### src/rtl/mem_access.sv
// mem_access: MEM stage of the 16-bit pipeline.
// Drives a req/ack data bus with timeout and stalls upstream while busy.
`ifndef EXEC
`define EXEC 1'b1
`endif
`ifndef LOAD
`define LOAD 5'b00010
`endif

module mem_access #(
  parameter int unsigned TIMEOUT = 16
) (
  input  logic        clock,
  input  logic        reset,
  input  logic        state,
  input  logic [15:0] mem_ir,
  input  logic [15:0] reg_C,
  input  logic        dw,
  input  logic [15:0] smdr1,
  input  logic [15:0] dbus_rdata,
  input  logic        dbus_ack,
  output logic        dbus_req,
  output logic        dbus_we,
  output logic [15:0] dbus_addr,
  output logic [15:0] dbus_wdata,
  output logic [15:0] wb_ir,
  output logic [15:0] reg_C1,
  output logic        mem_stall,
  output logic        bus_err
);

  typedef enum logic {
    IDLE,
    ACCESS
  } fsm_t;

  fsm_t fsm, fsm_nx;

  logic [7:0]  cnt, cnt_d;
  logic        req_d, we_d, err_d;
  logic [15:0] addr_d, wdata_d;
  logic [15:0] wb_ir_d, reg_C1_d;

  logic is_load, memop, go;
  logic ack_hit, timeout_hit, done;
  logic [15:0] ld_data;

  assign is_load = (mem_ir[15:11] == `LOAD);
  assign memop   = is_load | dw;
  assign go      = (fsm == IDLE) & (state == `EXEC);
  assign ack_hit = (fsm == ACCESS) & dbus_ack;
  assign timeout_hit = (fsm == ACCESS) & !dbus_ack
                     & (cnt == 8'(TIMEOUT - 1));
  assign done    = ack_hit | timeout_hit;
  assign ld_data = dbus_ack ? dbus_rdata : 16'h0000;

  // Hold upstream while a launch or an unfinished access is pending.
  assign mem_stall = reset
                   & ((go & memop) | ((fsm == ACCESS) & !done));

  // State register.
  always_ff @(posedge clock or negedge reset) begin
    if (!reset) fsm <= IDLE;
    else        fsm <= fsm_nx;
  end

  // Next-state logic.
  always_comb begin
    fsm_nx = fsm;
    unique case (fsm)
      IDLE:   if (go & memop) fsm_nx = ACCESS;
      ACCESS: if (done)       fsm_nx = IDLE;
      default:                fsm_nx = IDLE;
    endcase
  end

  // Next values of the bus, WB and error registers.
  always_comb begin
    cnt_d    = cnt;
    req_d    = dbus_req;
    we_d     = dbus_we;
    addr_d   = dbus_addr;
    wdata_d  = dbus_wdata;
    wb_ir_d  = wb_ir;
    reg_C1_d = reg_C1;
    err_d    = bus_err;
    unique case (fsm)
      IDLE: begin
        if (go & memop) begin
          req_d   = 1'b1;
          we_d    = dw;
          addr_d  = reg_C;
          if (dw) wdata_d = smdr1;
          cnt_d   = 8'd0;
          wb_ir_d = 16'h0000;
        end else if (go) begin
          wb_ir_d  = mem_ir;
          reg_C1_d = reg_C;
        end
      end
      ACCESS: begin
        if (done) begin
          req_d    = 1'b0;
          we_d     = 1'b0;
          wb_ir_d  = mem_ir;
          reg_C1_d = is_load ? ld_data : reg_C;
          if (timeout_hit) err_d = 1'b1;
        end else begin
          cnt_d   = cnt + 8'd1;
          wb_ir_d = 16'h0000;
        end
      end
      default: ;
    endcase
  end

  // Output and counter registers.
  always_ff @(posedge clock or negedge reset) begin
    if (!reset) begin
      cnt        <= 8'd0;
      dbus_req   <= 1'b0;
      dbus_we    <= 1'b0;
      dbus_addr  <= 16'h0000;
      dbus_wdata <= 16'h0000;
      wb_ir      <= 16'h0000;
      reg_C1     <= 16'h0000;
      bus_err    <= 1'b0;
    end else begin
      cnt        <= cnt_d;
      dbus_req   <= req_d;
      dbus_we    <= we_d;
      dbus_addr  <= addr_d;
      dbus_wdata <= wdata_d;
      wb_ir      <= wb_ir_d;
      reg_C1     <= reg_C1_d;
      bus_err    <= err_d;
    end
  end

endmodule

### config.mk
export PLATFORM = sky130hd
export DESIGN_NAME = mem_access
export DESIGN_NICKNAME = d
export VERILOG_FILES = /design/src/rtl/mem_access.sv
export SDC_FILE = /design/constraint.sdc
export NUM_CORES = 1
export LEC_CHECK = 0
export CAP_MARGIN = 0
export CELL_PAD_IN_SITES_DETAIL_PLACEMENT = 1
export CELL_PAD_IN_SITES_GLOBAL_PLACEMENT = 1
export CORE_MARGIN = 8
export CORE_UTILIZATION = 32
export DETAILED_ROUTE_END_ITERATION = 10
export GPL_ROUTABILITY_DRIVEN = 0
export PLACE_DENSITY = 0.82
export SYNTH_ARGS = -nofsm -noshare
export SYNTH_HDL_FRONTEND = slang
export SYNTH_SLANG_ARGS = --single-unit
### constraint.sdc
create_clock -name clock -period 2.54 [get_ports clock]
set_input_delay 0.508 -clock clock [delete_from_list [all_inputs] [get_ports clock]]
set_output_delay 0.508 -clock clock [all_outputs]
set_load 0.01 [all_outputs]
; ---- Word level (Yosys, flattened, before mapping)
; Cells that the tools add are included.
[totals]
register_bits = 76
in_bits = 69
wordCells = 58
[op_classes]
addsub = 1
eq_ne = 8
muxes = 21
n_bitwise = 11
n_reduce_logical = 8
[op_table]
columns = operator, count
row1 = 2-to-1 mux 16 bit, 8
row2 = one-hot mux 16 bit (2 select lines), 2
row3 = 2-to-1 mux 8 bit, 2
row4 = one-hot mux 8 bit (2 select lines), 1
row5 = AND reduction 3 bit, 3
row6 = adder 8 x 1 -> 8 bit (second input constant), 1
row7 = equality test 8 x 4 -> 1 bit (second input constant), 1
row8 = AND 1 bit, 7
row9 = inequality test 2 bit (second input constant), 3
row10 = one-hot mux 1 bit (2 select lines), 3
row11 = AND reduction 2 bit, 3
row12 = equality test 5 x 2 -> 1 bit (second input constant), 1
row13 = 2-to-1 mux 1 bit, 5
row14 = inequality test 2 x 1 -> 1 bit (second input constant), 2
row15 = inequality test 3 x 2 -> 1 bit (second input constant), 1
row16 = OR 1 bit, 3
row17 = zero test 1 bit, 2
row18 = inverter 1 bit, 1

; ---- Logic depth before layout (Yosys ltp)
; Gate-level depths: netlist of run 1.
[logic_depth]
word_depth = 8
ltp_mapped = 7
depth_no_buf = 6

; ---- Worst setup path before layout of run 1
; No wires, ideal clock.
[synth_timing]
path_type = reg2out
from = reg cnt[0]
to = out mem_stall
arrival_time_ns = 1.646
setup_slack_ns = 0.386
stages_incl_launch_ff = 7
path_buffers = 0
cell_sequence = dfrtp_1 > ha_1 > and3_1 > a21oi_2 > nor2_1 > inv_1 > and2_1
[synth_via]
elab_chain_len = 7
[synth_lines]
columns = item, line
row1 = "start, declared", 39  ; logic [7:0] cnt, cnt_d;
row2 = "start signal, assigned", 129  ; cnt <= cnt_d;
row3 = equality test 8 x 4 -> 1 bit, 53  ; & (cnt == 8'(TIMEOUT - 1));
row4 = AND 1 bit, 53
row5 = OR 1 bit, 54  ; assign done = ack_hit | timeout_hit;
row6 = zero test 1 bit, 59  ; & ((go & memop) | ((fsm == ACCESS) & !done));
row7 = AND 1 bit, 59
row8 = OR 1 bit, 59
row9 = AND 1 bit, 59
row10 = "end, declared", 28  ; output logic mem_stall,
; Every way passes these cells.

; ---- Worst setup path in the final report of run 1
[layout_timing]
from = in mem_ir[14]
to = out mem_stall
[layout_via]
elab_chain_len = 5
[layout_lines]
columns = item, line
row1 = "start, declared", 16  ; input logic [15:0] mem_ir,
row2 = equality test 5 x 2 -> 1 bit (no line), -
row3 = OR 1 bit, 49  ; assign memop = is_load | dw;
row4 = AND 1 bit, 59
row5 = OR 1 bit, 59
row6 = AND 1 bit, 59
; Every way passes these cells.

==> results of run 1 <==
kinds of logic after synthesis:
kind of cell | Yosys count
multiplexers | 50
adder cells (fa/ha/maj) | 1
buffers and inverters | 32
AO/OA/AOI/OAI | 48
AND/OR/NAND/NOR | 100
flip-flops | 76
synth_stat cells (3+ instances only):
cell type  count  area [µm²]
nand3_1        6       30.03
inv_1         18       67.56
clkbuf_1       7       26.28
nor2_1         4       15.01
mux2i_1       18       180.2
mux2_2        22       247.7
dfrtp_1       76        1902
a21o_1         3       22.52
nand2_1       68       255.2
mux2_4        10       150.1
o21ai_0       35       175.2
nor3_1         3       15.01
buf_2          5       25.02
worst paths after layout:
path                       cells past startpoint                endpoint           startpoint  slack [ns]
max in group asynchronous                      3  reg_C1[15]$_DFFE_PN0P_                reset        1.39
min reg2reg                                    2     bus_err$_DFFE_PN0P_  bus_err$_DFFE_PN0P_        0.47
min                                            2    wb_ir[1]$_DFFE_PN0P_                reset        0.23
max reg2reg                                    6  reg_C1[13]$_DFFE_PN0P_   cnt[4]$_DFFE_PN0P_        0.47
max                                            8               mem_stall           mem_ir[14]        0.07
min in group clock                             2     bus_err$_DFFE_PN0P_  bus_err$_DFFE_PN0P_        0.47
what timing repair did:
action / in CTS / in global routing
buffers inserted: 0 / 1
endpoints found under the setup margin: 1 / 1
pin swaps: 1 / 1
hold buffers: 0 / 0
gates resized for setup: 6 / 4
layout by cell type, fill, tap and decap left out, types with 3 or more instances in the layout:
cell | synthesis | layout
inv_1 | 18 | 18
nor3_1 | 3 | 3
a21o_1 | 3 | 3
mux2_2 | 22 | 22
clkdlybuf4s50_1 | 0 | 133
o21ai_0 | 35 | 35
mux2_4 | 10 | 10
nand2_1 | 68 | 68
mux2i_1 | 18 | 18
dfrtp_1 | 76 | 75
clkbuf_8 | 0 | 9
nor2_1 | 4 | 3
nand3_1 | 6 | 6
buf_4 | 1 | 21
flip-flops by register name (all words and copies together), names as in the netlist:
name,flops
dbus_wdata,16
cnt,8
dbus_we,1
bus_err,1
reg_C1,16
dbus_addr,16
wb_ir,16
dbus_req,1
fsm,1
critical path, delay by kind of cell:
family / cells / cell delay, ns
compound gates: 1 / 0.22
simple gates: 3 / 0.29
buf+inv: 4 / 0.94
layout make-up:
class,count,share of cell area (%)
tap,136,3.233
timing repair buffer,158,29.50
clock buffer,10,2.425
multi-input combinational,199,26.17
sequential,76,36.15
clock inverter,6,1.236
inverter,18,1.284
through the flow:
stage | std cells | setup slack [ns] | instance area (µm²) | setup TNS [ns]
4_1_cts | 602 | 0.01210 | 5240 | 0
3_3_place_gp | 586 | -0.2492 | 5035 | -0.2492
5_1_grt | 603 | 0.01208 | 5264 | 0
2_1_floorplan | 307 | 0.3860 | 3393 | 0
6_report | 603 | 0.07116 | 5264 | 0
3_5_place_dp | 586 | -0.2878 | 5035 | -0.3697
where the power goes:
group          switching [mW]  internal, mW
sequential              0.152          1.44
clock                   0.472         0.455
combinational           0.482         0.698
per-layer routing:
| metal | up-vias | track usage (%) | part of all wire, % |
|---|---|---|---|
| met5 | - | 0 | 0 |
| met4 | 0 | 4.664 | 0.93 |
| met3 | 11 | 5.102 | 5.8 |
| met2 | 72 | 27.38 | 52 |
| met1 | 1435 | 17.96 | 41 |
| li1 | 1346 | - | - |
==> out/results.ini, run 1 <==
[status]
status=completed

[floorplanning]
coreArea_um2=10320
dieArea_um2=14160
ios=137
die_h_um=119.0
start_util_pct=32.87
die_w_um=119.0
row_count=37

[clocking]
cts_buffer_depth=2
clock_sinks=76
cts_tree=yes
htreeDepth=3
worst_skew_pair.late_latency_ns=0.34
cts_buffers=9
cts.reportedPaths.clkPinSlew_ns=0.08
cts-root-buf=clkbuf_8

[timing]
setup_violations=0
holdWs_ns=0.2278
fin_crit_ns=2.469
hold_viol=0
tightestPinTransition_ns=0.9234
fin_crit_sh_pct=97.20
slew_viol_final=0
rsz0062_at_grt=false
skew_ns=0.008447
fmax_mhz=405.0
relSlewSlack_pct=38.44

[routing]
drtIter0Drc=76
drt-total-wl_um=11000
firstDrtPassIters=4
post-route-drc-count=0
vias=2864
routedWlPerCell_um=18.24
antenna_left=0
viasPerCell=4.750

[global_route]
track_usage_pct=15.69
gr-total-overflow=0
grt_pass1_vias=3258
grt_max_degree=40
antenna_found_initial=0
grt_pass1_wl_um=17680

[worst_setup_path]
cp_cell_sequence=clkdlybuf4s50_1 -> nor4b_2 -> buf_4 -> a21o_4 -> nor2_4 -> inv_1 -> and2_1 -> clkdlybuf4s15_2
critPathSlowestCell=clkdlybuf4s50_1
arrival_ns=1.96
critPathLaunchType=input port
crit_required_ns=2.03
worstSetupPathType=input port to output pin
cp_max_fo=2
slowest_delay_ns=0.51
endpoint_kind=output pin

[yosys]
synth_xor_area_share_pct=0
synth_adder_area_share_pct=0.3687
async_flop_share_pct=100.0
syn_nets=377
synth-compound-area-share_pct=8.370
avgSynthCellArea_um2=11.05
ys_warn_count=0
ys_types=39
synthSimpleGateAreaFrac_pct=14.01
syn_inst=307
synth_top_family_by_area=multiplexers
synth_ff_type=dfrtp_1
yosysSeqAreaShare_pct=56.05
synth-seq-cells=76
synthMuxAreaShare_pct=17.04
synth_edf_count=0
syn-cell-area_um2=3393

[cells_and_area]
multiInputGateArea_um2=1378
seqCellArea_um2=1903
n_antenna_cell=0
syn_to_final_growth_pct=55.13
post-route-util_pct=50.99
nets=532
drive_above_1_share_pct=17.77
fill_cells=1108

[power_and_ir_drop]
power_density_nw_per_um2=703.0
p_leak_nw=2.446
ir_worst_vdd_v=0.0003167
design_power_total_mw=3.701

[place]
dp.final_hpwl_um=8333
portBuffers=136

[job]
max-cap-violations=0

[min_path]
hold_path_class=input port to async pin

(Power assumes the default switching activity.)
==> run 2: changes to the inputs <==
==> constraint.sdc (replaced) <==
create_clock -name clock -period 2.54 [get_ports clock]
set_input_delay 0.508 -clock clock [delete_from_list [all_inputs] [get_ports clock]]
set_output_delay 0.508 -clock clock [all_outputs]
set_load 0.05 [all_outputs]
==> run 2 against run 1 <==
Final cell count is 0.83% lower. Setup slack better by 0.011 ns. Sequential cell count unchanged. Wire length decreased by 2.4%. Sequential share of layout area grew 0.16 points. Via count shrank 0.98%. Clock skew grew 0.0023 ns. Count of clock-buffer cells in the layout down 1. Critical path depth down 1. Worst hold slack gained 0.25 ns. Combinational power grew 55%. Die area did not move. Critical endpoint unchanged. Largest power group is now combinational logic.
==> out/results.ini, run 2 (synthesized netlist as in run 1, its figures left out) <==
[cells_and_area]
syn_to_final_growth_pct=54.35  ; was 55.13%
layout_common_cells=clkdlybuf4s50_1 (134), dfrtp_1 (76), nand2_1 (68)  ; was clkdlybuf4s50_1 (133), dfrtp_1 (75), nand2_1 (68)
fill_cells=1133  ; was 1,108
multiInputGateArea_um2=1380  ; was 1378 µm²
n_antenna_cell=0  ; unchanged
stdcell_area_um2=5238  ; was 5264 µm²
post-route-util_pct=50.73  ; was 50.99%
stdcell_count=598  ; was 603
nets=527  ; was 532
final_common_cell=clkdlybuf4s50_1  ; unchanged
drive_above_1_share_pct=17.10  ; was 17.77%
seqCellArea_um2=1902  ; was 1903 µm²

[timing]
hold_viol=0  ; unchanged
setup_tns_ns=0  ; unchanged
tightestPinTransition_ns=0.9269  ; was 0.9234 ns
fin_crit_sh_pct=96.77  ; was 97.20%
setup_violations=0  ; unchanged
fmax_mhz=406.8  ; was 405.0 MHz
fin_crit_ns=2.458  ; was 2.469 ns
holdWs_ns=0.4738  ; was 0.2278 ns
layout_setup_ws_ns=0.08192  ; was 0.07116 ns
relSlewSlack_pct=38.21  ; was 38.44%
slew_viol_final=0  ; unchanged
skew_ns=0.01077  ; was 0.008447 ns

[clocking]
cts_tree=yes  ; unchanged
cts_buffer_depth=2  ; unchanged
cts.reportedPaths.clkPinSlew_ns=0.08  ; about the same
clock_sinks=76  ; unchanged
cts-root-buf=clkbuf_8  ; unchanged
worst_skew_pair.late_latency_ns=0.35  ; was 0.34 ns
cts_buffers=9  ; unchanged
htreeDepth=3  ; unchanged
post_cts_buffers=0  ; unchanged

[place]
dpl-instance-area_um2=4995  ; was 5035 µm²
dp.final_hpwl_um=8156  ; was 8333 µm
pre_cts_ws_ns=-0.1986  ; was -0.2878 ns
portBuffers=136  ; unchanged
placedCellCount=581  ; was 586

[worst_setup_path]
slowest_delay_ns=0.46  ; was 0.51 ns
cp_num_buf_inv=3  ; was 4
crit_required_ns=2.03  ; about the same
critPathLaunchType=input port  ; unchanged
cp_max_fo=2  ; unchanged
cp_top_family=buffers and inverters  ; unchanged
arrival_ns=1.95  ; was 1.96 ns
critPathSlowestCell=clkdlybuf4s50_1  ; unchanged
cp_cell_sequence=clkdlybuf4s50_1 -> nor4b_4 -> a21o_4 -> nor2_2 -> inv_1 -> and2_1 -> buf_12  ; was clkdlybuf4s50_1 -> nor4b_2 -> buf_4 -> a21o_4 -> nor2_4 -> inv_1 -> and2_1 -> clkdlybuf4s15_2
worstSetupPathType=input port to output pin  ; unchanged
reg2reg_from=cnt[0]$_DFFE_PN0P_  ; was cnt[4]$_DFFE_PN0P_
critPathLaunch=mem_ir[13]  ; was mem_ir[14]
endpoint_kind=output pin  ; unchanged

[power_and_ir_drop]
power_density_nw_per_um2=839.0  ; was 703.0 nW/µm²
p_leak_nw=2.416  ; was 2.446 nW
ir_worst_vdd_v=0.0004321  ; was 0.0003167 V
design_power_total_mw=4.394  ; was 3.701 mW

[floorplanning]
dieArea_um2=14160  ; unchanged
coreArea_um2=10320  ; unchanged
die_h_um=119.0  ; unchanged
start_util_pct=32.87  ; unchanged
ios=137  ; unchanged
die_w_um=119.0  ; unchanged
row_count=37  ; unchanged

[global_route]
grt_pass1_vias=3283  ; was 3,258
grt_max_degree=73  ; was 40
grt_pass1_wl_um=17330  ; was 17,680 µm
track_usage_pct=15.31  ; was 15.69%
gr-total-overflow=0  ; unchanged
antenna_found_initial=0  ; unchanged

[job]
max-cap-violations=0  ; unchanged

[routing]
post-route-drc-count=0  ; unchanged
vias=2836  ; was 2,864
routedWlPerCell_um=17.94  ; was 18.24 µm
viasPerCell=4.742  ; was 4.750
drt-total-wl_um=10730  ; was 11,000 µm
firstDrtPassIters=4  ; unchanged
antenna_left=0  ; unchanged
drtIter0Drc=165  ; was 76

[min_path]
holdCritStartpoint=bus_err$_DFFE_PN0P_
hold_path_class=flip-flop to flip-flop  ; was input port to async pin

[status]
status=completed  ; unchanged

-- run 2: report_power, final --
part	internal (mW)	total [mW]	leakage, nW	switching [mW]
Sequential	1.44	1.59	0.929	0.153
Clock	0.470	0.974	0.0984	0.505
Combinational	0.688	1.83	1.39	1.14
Total	2.60	4.39	2.42	1.80
-- run 2: final cells by class --
class | count | share of cell area [%]
timing repair buffer | 153 | 28.86
inverter | 18 | 1.290
multi-input combinational | 199 | 26.35
tap | 136 | 3.249
clock buffer | 9 | 2.365
clock inverter | 7 | 1.577
sequential | 76 | 36.31
-- run 2: tightest hold or removal path, delay by kind of cell, from the launching register on --
family	cells	cell delay, ns
buf+inv	1	0.04
compound gates	1	0.05
flops	1	0.35
-- run 2: path summary, 6_finish.rpt --
| kind | endpoint | slack [ns] | depth (start not counted) |
|---|---|---|---|
| min in group asynchronous | wb_ir[2]$_DFFE_PN0P_ | 0.50 | 2 |
| worst max register to register | reg_C1[13]$_DFFE_PN0P_ | 0.48 | 7 |
| worst min-delay path | bus_err$_DFFE_PN0P_ | 0.47 | 2 |
| max in group asynchronous | dbus_addr[1]$_DFFE_PN0P_ | 0.95 | 3 |
| worst min register to register | bus_err$_DFFE_PN0P_ | 0.47 | 2 |
| worst max-delay path | mem_stall | 0.08 | 7 |
-- run 2: metal layers --
metal	up-vias	share of wire (%)	global-route usage, %
met5	-	0	0
met4	0	1.5	4.348
met3	13	7.2	5.810
met2	83	52	27.23
met1	1404	40	16.64
li1	1336	-	-
-- run 2: what timing repair did --
item                                   in CTS  in global routing
resized for setup                           2                  4
endpoints found under the hold margin       4                  0
setup endpoints to repair                   1                  1
pin swaps                                   0                  1
hold buffers                                1                  0
==> run 3: changes to the inputs <==
- clock period: 2.54 -> 2.8 ns (I/O delays scaled with it)
==> run 3 against run 2 <==
Via count is 0.56% higher. Critical path depth is 1 higher. First-iteration DRC count shrank 51%. Combinational power decreased by 9%. Worst hold slack improved by 0.0089 ns. Non-clock buffer count shrank 4. Largest power group unchanged. Highest routed layer unchanged.
==> out/results.ini, run 3 (synthesized netlist as in run 1, its figures left out) <==
[power_and_ir_drop]
power_density_nw_per_um2=746.3  ; was 839.0 nW/µm²
p_int_mw=2.243  ; was 2.597 mW
netSwitchingFraction_pct=41.59  ; was 40.90%
ir_worst_vdd_v=0.0003331  ; was 0.0004321 V
clockPowerShare_pct=19.3  ; was 22.2%
p_sw_mw=1.597  ; was 1.797 mW
p_leak_nw=2.373  ; was 2.416 nW
combPwrFrac_pct=43.1  ; was 41.6%
seqPwrFrac_pct=37.6  ; was 36.3%

[worst_setup_path]
endpoint_kind=output pin  ; unchanged
reg2reg_to=reg_C1[13]$_DFFE_PN0P_  ; unchanged
crit_required_ns=2.24  ; was 2.03 ns
arrival_ns=2.11  ; was 1.95 ns
rrSetupSlack_ns=0.72  ; was 0.48 ns
ff2ff_path_depth=7  ; unchanged
reg2reg_from=cnt[1]$_DFFE_PN0P_  ; was cnt[0]$_DFFE_PN0P_
worstSetupPathType=input port to output pin  ; unchanged
cp_max_fo=4  ; was 2
critPathLaunchType=input port  ; unchanged

[min_path]
hold_path_class=flip-flop to flip-flop  ; unchanged
worst_hold_path.endpoint=dbus_req$_DFFE_PN0P_  ; was bus_err$_DFFE_PN0P_
holdCritStartpoint=dbus_req$_DFFE_PN0P_  ; was bus_err$_DFFE_PN0P_
min_path_cells=1  ; was 2

[timing]
rsz0062_at_grt=false
tightestPinTransition_ns=0.9490  ; was 0.9269 ns
fmax_mhz=375.1
fin_crit_sh_pct=95.21
hold_viol=0  ; unchanged
relSlewSlack_pct=36.73  ; was 38.21%
slew_viol_final=0  ; unchanged
skew_ns=0.01442  ; was 0.01077 ns
setup_tns_ns=0  ; unchanged
fin_crit_ns=2.666
holdWs_ns=0.4827  ; was 0.4738 ns
setup_violations=0  ; unchanged

[status]
status=completed  ; unchanged

[cells_and_area]
n_antenna_cell=0  ; unchanged
layout_common_cells=clkdlybuf4s50_1 (134), dfrtp_1 (76), nand2_1 (68)  ; unchanged
nets=523  ; was 527
syn_to_final_growth_pct=51.66  ; was 54.35%
drive_above_1_share_pct=15.28  ; was 17.10%
final_common_cell=clkdlybuf4s50_1  ; unchanged

[routing]
routedWlPerCell_um=18.75  ; was 17.94 µm
vias=2852  ; was 2,836
post-route-drc-count=0  ; unchanged
viasPerCell=4.801  ; was 4.742
antenna_left=0  ; unchanged
drtIter0Drc=81  ; was 165
drt-total-wl_um=11140  ; was 10,730 µm
firstDrtPassIters=4  ; unchanged

[clocking]
post_cts_buffers=0  ; unchanged
cts_buffers=9  ; unchanged
cts_buffer_depth=2  ; unchanged
cts-root-buf=clkbuf_8  ; unchanged
htreeDepth=3  ; unchanged
cts.reportedPaths.clkPinSlew_ns=0.08  ; about the same
cts_tree=yes  ; unchanged
clock_sinks=76  ; unchanged
worst_skew_pair.late_latency_ns=0.34  ; was 0.35 ns

[floorplanning]
ios=137  ; unchanged
dieArea_um2=14160  ; unchanged
start_util_pct=32.87  ; unchanged
die_h_um=119.0  ; unchanged
die_w_um=119.0  ; unchanged
row_count=37  ; unchanged
coreArea_um2=10320  ; unchanged

[global_route]
track_usage_pct=16.34  ; was 15.31%
busiest_layer=met2  ; unchanged
grt_pass1_wl_um=18390  ; was 17,330 µm
met3_usage_pct=5.527  ; was 5.810%
grt_use_met1_pct=18.46  ; was 16.64%
grtUsageMet2_pct=28.97  ; was 27.23%
gr-total-overflow=0  ; unchanged
antenna_found_initial=0  ; unchanged
grt_max_degree=74  ; was 73
grt_pass1_vias=3263  ; was 3,283

[place]
dp.final_hpwl_um=8438  ; was 8156 µm
portBuffers=136  ; unchanged

[job]
max-cap-violations=0  ; unchanged

-- run 3: cell type report --
type	instances	area [µm²]
Inverter	18	67.56
Fill cell	1139	5177
Clock buffer	10	127.6
Timing Repair Buffer	149	1481
Tap cell	136	170.2
Sequential cell	76	1902
Multi-Input combinational cell	199	1356
Clock inverter	6	41.29
-- run 3: worst max path at each step --
stage	from	endpoint	slack, ns	depth (start not counted)
floorplan	dbus_ack	mem_stall	0.30	6
global route	state	mem_stall	0.04	8
finish	state	mem_stall	0.13	8
detailed placement	state	mem_stall	0.04	8
global placement	state	mem_stall	0.13	8
CTS	state	mem_stall	0.04	8
-- run 3: metal layers --
metal	share of wire, %	wire length, µm	vias to the layer above
li1	-	-	1327
met1	40	4407	1436
met2	53	5940	79
met3	6.1	679	10
met4	1.0	112	0
met5	0	0	-
-- run 3: critical path: stages --
cell and delay (ns):
clkdlybuf4s50_1 0.45, nor4b_1 0.16, buf_4 0.14, a21o_4 0.21, nor2_2 0.16, inv_1 0.08, and2_1 0.19, buf_12 0.15
-- run 3: power groups by stage --
| stage | clock [mW] | sequential [mW] | combinational (mW) |
|---|---|---|---|
| after floorplan | 0 | 2.12 | 0.333 |
| after global placement | 0 | 1.45 | 1.64 |
| after detailed placement | 0 | 1.46 | 1.67 |
| after CTS | 0.774 | 1.44 | 1.68 |
| after global routing | 0.820 | 1.47 | 1.74 |
| final | 0.743 | 1.44 | 1.66 |
-- run 3: timing repair --
item | 4_1_cts | 5_1_grt
setup endpoints to repair | 0 | 1
resized for setup | 0 | 1
endpoints found under the hold margin | 3 | 0
hold buffers | 1 | 0
-- run 3: through the flow --
step	power (mW)	std cells	instance area (µm²)	worst slack [ns]	util (%)
2_1_floorplan	2.457	307	3393	0.2953	-
3_3_place_gp	3.089	577	4965	0.1302	48.09
3_5_place_dp	3.134	577	4965	0.04244	48.09
4_1_cts	3.897	594	5144	0.04186	49.82
5_1_grt	4.036	594	5146	0.04360	49.85
6_report	3.841	594	5146	0.1343	49.85
